**config.mk**
```make
export PLATFORM = sky130hd
export DESIGN_NAME = register_unit
export DESIGN_NICKNAME = d
export VERILOG_FILES = /design/src/rtl/register_unit.sv
export SDC_FILE = /design/constraint.sdc
export NUM_CORES = 1
export LEC_CHECK = 0
export ABC_CLOCK_PERIOD_IN_PS = 7800
export BUFFER_PORTS_ARGS = -buffer_cell sky130_fd_sc_hd__buf_2
export CORE_MARGIN = 1.5
export CORE_UTILIZATION = 45
export DETAILED_ROUTE_END_ITERATION = 8
export GPL_ROUTABILITY_DRIVEN = 0
export GPL_TIMING_DRIVEN = 0
export HOLD_SLACK_MARGIN = 0.06
export PLACE_DENSITY_LB_ADDON = 0.08
export SLEW_MARGIN = 20
export SYNTH_ARGS = -nofsm -noshare
export SYNTH_HDL_FRONTEND = slang
export SYNTH_SLANG_ARGS = --single-unit
export TNS_END_PERCENT = 5
```
**constraint.sdc**
```tcl
create_clock -name clk -period 7.8 [get_ports clk]
set_clock_uncertainty 0.1 [all_clocks]
set_input_delay 1.56 -clock clk [delete_from_list [all_inputs] [get_ports clk]]
set_output_delay 1.56 -clock clk [all_outputs]
set_load 0.1 [all_outputs]
```
**src/rtl/register_unit.sv**
```systemverilog
// RV32I integer register file: two combinational read ports, one write port, and a
// post-reset sweep that zeroes x1..x31 before raising ready.
module register_unit #(
    parameter int WIDTH  = 32,
    parameter int DEPTH  = 32,
    parameter int ADDR_W = 5
) (
    input  logic              clk,
    input  logic              rst,
    input  logic [ADDR_W-1:0] rs1,
    input  logic [ADDR_W-1:0] rs2,
    input  logic [ADDR_W-1:0] rd,
    input  logic [WIDTH-1:0]  data_wr,
    input  logic              ru_wr,
    output logic [WIDTH-1:0]  ru_rs1,
    output logic [WIDTH-1:0]  ru_rs2,
    output logic              ready
);

    localparam logic [0:0] ST_CLEAR = 1'b0;
    localparam logic [0:0] ST_RUN   = 1'b1;

    localparam logic [ADDR_W-1:0] LAST_IDX = ADDR_W'(DEPTH - 1);

    logic [0:0]        state_q, state_d;
    logic [ADDR_W-1:0] clr_ptr_q, clr_ptr_d;

    // Entry 0 is never written, so x0 reads as zero through the read-mux guard.
    logic [WIDTH-1:0]  regs_q [0:DEPTH-1];

    logic              wr_en;
    logic [ADDR_W-1:0] wr_addr;
    logic [WIDTH-1:0]  wr_data;

    // NOTE: every signal assigned here gets a default first, so no path leaves it unassigned and no latch is inferred.
    always_comb begin
        state_d   = state_q;
        clr_ptr_d = clr_ptr_q;
        wr_en     = 1'b0;
        wr_addr   = rd;
        wr_data   = data_wr;
        if (state_q == ST_CLEAR) begin
            wr_en     = 1'b1;
            wr_addr   = clr_ptr_q;
            wr_data   = '0;
            clr_ptr_d = clr_ptr_q + ADDR_W'(1);
            if (clr_ptr_q == LAST_IDX) begin
                state_d = ST_RUN;
            end
        end else begin
            wr_en = ru_wr && (rd != '0);
        end
    end

    // NOTE: sequential state uses non-blocking assignments so every flop samples pre-edge values.
    always_ff @(posedge clk) begin
        if (rst) begin
            state_q   <= ST_CLEAR;
            clr_ptr_q <= ADDR_W'(1);
        end else begin
            state_q   <= state_d;
            clr_ptr_q <= clr_ptr_d;
        end
    end

    // NOTE: the array has no reset term; the sweep clears it, which keeps it mappable to plain storage.
    always_ff @(posedge clk) begin
        if (!rst && wr_en && (wr_addr != '0)) begin
            regs_q[wr_addr] <= wr_data;
        end
    end

    assign ready = (state_q == ST_RUN);

    // No write bypass: a same-cycle write becomes visible only after the edge.
    assign ru_rs1 = (ready && (rs1 != '0)) ? regs_q[rs1] : '0;
    assign ru_rs2 = (ready && (rs2 != '0)) ? regs_q[rs2] : '0;

endmodule

```
==> results of run 1 <==
## how the worst max path moves through the flow
stage / endpoint / from / cells past startpoint
floorplan: ru_rs1[10] / rs1[2] / 8
global placement: regs_q[2][18] / rd[2] / 6
detailed placement: ru_rs2[15] / rs2[0] / 9
CTS: ru_rs2[15] / rs2[0] / 9
global route: ru_rs1[14] / rs1[2] / 9
finish: ru_rs1[15] / rs1[2] / 9
## synthesized netlist by cell type (2+ instances only)
library cell / instances / area share [%]
buf_4: 14 / 0.22
o22ai_1: 65 / 0.84
inv_1: 3 / 0.023
mux2i_1: 259 / 5.4
nor3_1: 29 / 0.30
edfxtp_1: 1024 / 64
o21ai_0: 67 / 0.69
mux4_2: 254 / 12
nand4_1: 64 / 0.83
mux2_2: 196 / 4.6
and3_1: 57 / 0.74
nor2_1: 20 / 0.16
buf_1: 13 / 0.10
or2_2: 2 / 0.026
xnor2_1: 2 / 0.036
clkbuf_1: 97 / 0.75
or3_1: 62 / 0.80
a22oi_1: 168 / 2.6
o211ai_1: 2 / 0.031
ha_1: 2 / 0.052
nor3b_1: 2 / 0.031
nand3_1: 66 / 0.68
buf_6: 2 / 0.047
o21ba_2: 3 / 0.062
nand2b_1: 4 / 0.052
dfxtp_1: 6 / 0.25
buf_2: 109 / 1.1
nor4b_2: 2 / 0.062
and4b_1: 3 / 0.062
and2_1: 38 / 0.49
nand2_1: 44 / 0.34
a211oi_1: 65 / 1.0
a21oi_1: 87 / 0.90
nor2b_1: 70 / 0.91
## worst max-delay path, cell delays in order
cell and delay (ns):
buf_4 0.24, buf_2 0.35, buf_2 0.56, buf_4 0.42, buf_2 0.37, mux4_2 0.35, a21oi_1 0.57, nand4_1 0.48
buf_2 0.45
## flip-flops by register name, summed over array words and instances, names as in the netlist
name and count:
ready 1, regs_q 1024, clr_ptr_q 5
## layout make-up
cell class / count / area (sq um)
repair buffers: 236 / 1710
clock buffers: 134 / 2940
inverters: 4 / 15.0
well taps: 1403 / 1760
fillers: 8662 / 50900
plain buffers: 235 / 1090
flip-flops and latches: 1030 / 30900
diodes: 2 / 5.00
multi-input cells: 1682 / 16700
clock inverters: 78 / 764
## metal layers
layer  wire [microns]  up-vias  track usage, %
met4             7020       14            12.3
met1            69000    16800            44.6
met2            82200     2101            50.6
li1                 -    12900               -
met3            23800      376            11.1
met5              233        -           0.957
## power breakdown
group / internal [mW] / switching, mW / leakage, nW
clock network: 3.14 / 2.29 / 1.83
logic: 0.289 / 0.488 / 7.63
registers: 6.05 / 0.0227 / 9.04
## through the flow
stage                     area, sq um  std cells  hold WS (ns)  worst slack [ns]  TNS (ns)
final                           55800       4804         0.506             0.756         0
after global routing            55800       4802         0.527             0.746         0
after CTS                       55800       4802         0.508             0.933         0
after detailed placement        52100       4590         0.490             0.934         0
after global placement          50700       4464         0.481            -0.823   -325.63
after floorplan                 48400       2951         0.434              2.33         0
## logic make-up (layout without fill, tap and decap cells)
kind of cell	after synthesis	count (layout)	synth area share, %
AND/OR/NAND/NOR	469	469	5.62
multiplexers	709	709	21.8
AO/OA/AOI/OAI	467	467	6.34
buffers and inverters	239	687	2.28
XOR/XNOR	3	3	0.0544
other	1	34	0.00776
adder cells (fa/ha/maj)	2	2	0.0518
flip-flops	1030	1030	63.9
==> flow_summary.json, run 1 <==
{
  "hold_start": "clr_ptr_q[2]",
  "cts_buffers": 112,
  "outcome": "finished clean",
  "synth_area_sq_um": 48300,
  "cp-end-kind": "output port",
  "min_to": "clr_ptr_q[2]",
  "clk_latency_ns": 0.70,
  "cts_setup_buffers": 0,
  "reg2reg_slack_ns": 3.53,
  "grt_pass1_vias": 31800,
  "grt_max_degree": 33,
  "ir_drop_v": 0.000209,
  "vias": 32200,
  "report.final.slew_viol_count": 0,
  "fmax_ghz": 0.142,
  "dieArea_sq_um": 109000,
  "wl_per_cell_microns": 37.9,
  "ios": 115,
  "ys_warn_count": 0,
  "hold_viol": 0,
  "synth.yosys.seq_area_share_pct": 63.9,
  "fin_crit_sh_pct": 90.3,
  "ant_nets": 0,
  "numPortBuffers": 110,
  "drt_iter0_markers": 5093,
  "drc": 0,
  "fp.dieH_microns": 331,
  "power_density_nw_per_um2": 220,
  "yosys_register_bits": 1030,
  "max_slew_margin_pct": 21.5,
  "final_nets": 3353,
  "cp-start-kind": "input pin",
  "dp_hpwl_microns": 132000,
  "cts_tree": "built",
  "worst_slew_pin_slew_ns": 1.18,
  "critical_path_required_ns": 6.14,
  "wl_microns": 182000,
  "r2r_start": "ready",
  "finalCoreUtilization_pct": 52.3,
  "worst-endpoint-arrival_ns": 5.38,
  "drt_pass1_iterations": 8,
  "area_delta_synth_final_pct": 15.6,
  "synth_edf_count": 1024,
  "min_path_cells": 2,
  "synth_cell_types": 53,
  "core-area_sq_um": 107000,
  "syn_inst": 2920,
  "layout_commonest_cell": "edfxtp_1",
  "grt_pass1_wl_microns": 249000,
  "cap_violations": 0,
  "power_mw": 12.3,
  "start_util_pct": 45.3,
  "clk_transition_reported_paths_ns": 0.06,
  "most-common-layout-cells": "1024 x edfxtp_1, 259 x mux2i_1, 254 x mux4_2",
  "reg2reg_depth": 10,
  "grt_usage_pct": 33.3,
  "leakage_nw": 18.5,
  "async_flop_share_pct": 0,
  "die_w_microns": 331,
  "fin_crit_ns": 7.04,
  "path_class": "in -> out",
  "htree_levels": 3,
  "antenna_found_initial": 13,
  "drive_gt1_share_pct": 31.0,
  "via_per_inst": 6.69,
  "row_count": 120,
  "setup_violations": 0,
  "rsz0062_at_grt": "false",
  "cts.sinks": 1030,
  "r2r_end": "regs_q[7][18]",
  "crit_path_max_fanout": 10,
  "min_path_type": "reg -> reg",
  "clk_path_buf_depth": 3,
  "post_synth.cell_area_avg_sq_um": 16.5,
  "grt_overflow_total": 0,
  "cts_root_buffer": "clkbuf_16",
  "ctsResizeCount": 0,
  "synthFlopType": "edfxtp_1",
  "cts_hold_buffers": 0
}
No activity file was read; power rests on OpenSTA's default activity.
==> run 2, diff against run 1 <==
CTS_BUF_LIST = sky130_fd_sc_hd__clkbuf_4   (was unset)
==> flow_summary.json, run 2 (same netlist as run 1, synthesis figures left out) <==
{
  "outcome": "finished clean",
  "drt_iter0_markers": 5113,
  "drt_pass1_iterations": 6,
  "report.final.slew_viol_count": 0,
  "die_w_microns": 331,
  "grt_pass1_vias": 33300,
  "fmax_ghz": 0.142,
  "setup_violations": 0,
  "cp-end-kind": "output port",
  "cp-start-kind": "input pin",
  "cts_buffers": 299,
  "fp.dieH_microns": 331,
  "htree_levels": 5,
  "largest-register": "regs_q",
  "setup-tns-final_ns": 0,
  "area_delta_synth_final_pct": 15.0,
  "grt_max_degree": 33,
  "max_slew_margin_pct": 18.4,
  "layout_commonest_cell": "edfxtp_1",
  "antenna_found_initial": 15,
  "most-common-layout-cells": "1024 x edfxtp_1, 418 x clkbuf_4, 259 x mux2i_1",
  "place_area_sq_um": 52100,
  "ctsResizeCount": 0,
  "wl_per_cell_microns": 36.3,
  "place_inst": 4590,
  "r2r_start": "ready",
  "fin_crit_ns": 7.05,
  "rsz0062_at_grt": "false",
  "cts_root_buffer": "clkbuf_4",
  "largest_register_ffs": 1024,
  "clk_latency_ns": 1.17,
  "drc": 0,
  "grt_overflow_total": 0,
  "ir_drop_v": 0.000135,
  "drive_gt1_share_pct": 36.0,
  "leakage_nw": 18.7,
  "cap_violations": 0,
  "cts_hold_buffers": 0,
  "cts.sinks": 1030,
  "worst_slew_pin_slew_ns": 1.22,
  "startpoint": "rs1[2]",
  "final_cells": 5078,
  "clk_path_buf_depth": 4,
  "vias": 33400,
  "via_per_inst": 6.57,
  "crit_path_max_fanout": 10,
  "dp_hpwl_microns": 132000,
  "cts_setup_buffers": 0,
  "core-area_sq_um": 107000,
  "wl_microns": 184000,
  "cts_tree": "built",
  "fin_crit_sh_pct": 90.4,
  "ios": 115,
  "clk_transition_reported_paths_ns": 0.06,
  "min_path_type": "reg -> reg",
  "worst-endpoint-arrival_ns": 5.39,
  "critical_path_required_ns": 6.14,
  "path_class": "in -> out",
  "grt_usage_pct": 33.7,
  "power_density_nw_per_um2": 209,
  "hold_viol": 0,
  "hold_start": "clr_ptr_q[2]",
  "row_count": 120,
  "grt_pass1_wl_microns": 252000,
  "finalCoreUtilization_pct": 52.1,
  "numPortBuffers": 110,
  "start_util_pct": 45.3,
  "ant_nets": 0,
  "final_area_sq_um": 55600,
  "final_nets": 3540,
  "dieArea_sq_um": 109000
}
run 2: changes by cell type in the layout (fill, tap and decap cells not counted), moves of 4 or more:
cell	delta
bufinv_16	-13
clkinv_2	-24
clkbuf_1	-18
clkinv_1	+24
inv_6	-4
clkbuf_4	+418
clkbuf_16	-113
inv_2	+7
run 2: final timing paths:
kind	endpoint	slack [ns]	depth (start not counted)
max	ru_rs1[14]	0.75	9
min	clr_ptr_q[2]	0.51	2
min reg2reg	clr_ptr_q[2]	0.51	2
max reg2reg	regs_q[7][21]	3.50	10
run 2: layout make-up:
| cell class | instances | area [sq um] |
|---|---|---|
| flip-flops and latches | 1030 | 30900 |
| clock inverters | 65 | 284 |
| multi-input cells | 1682 | 16700 |
| well taps | 1403 | 1760 |
| clock buffers | 418 | 3140 |
| repair buffers | 236 | 1710 |
| diodes | 5 | 12.5 |
| plain buffers | 235 | 1090 |
| inverters | 4 | 15.0 |
| fillers | 8907 | 51200 |
run 2: layer usage:
| metal | track usage (%) | wire length [microns] |
|---|---|---|
| met1 | 44.3 | 68900 |
| met2 | 51.0 | 83700 |
| met3 | 12.2 | 24700 |
| met4 | 13.5 | 6720 |
| met5 | 0 | 104 |
run 2: stage by stage:
| step | setup slack, ns | total power [mW] | hold slack [ns] |
|---|---|---|---|
| global route | 0.630 | 12.0 | 0.486 |
| global placement | -0.823 | 6.92 | 0.481 |
| finish | 0.747 | 11.6 | 0.509 |
| floorplan | 2.33 | 6.64 | 0.434 |
| detailed placement | 0.934 | 6.95 | 0.490 |
| CTS | 0.895 | 11.7 | 0.411 |
run 2: power breakdown:
part           total [mW]  internal, mW  switching [mW]  leakage [nW]
logic               0.778         0.290           0.489          7.63
registers            6.07          6.05          0.0225          9.04
clock network        4.79          2.48            2.31          2.07
run 2: critical path, cell delays in order:
cell and delay (ns):
buf_4 0.23, buf_2 0.34, buf_2 0.56, buf_4 0.42, buf_2 0.37, mux4_2 0.35
a21oi_1 0.56, nand4_1 0.49, buf_2 0.45
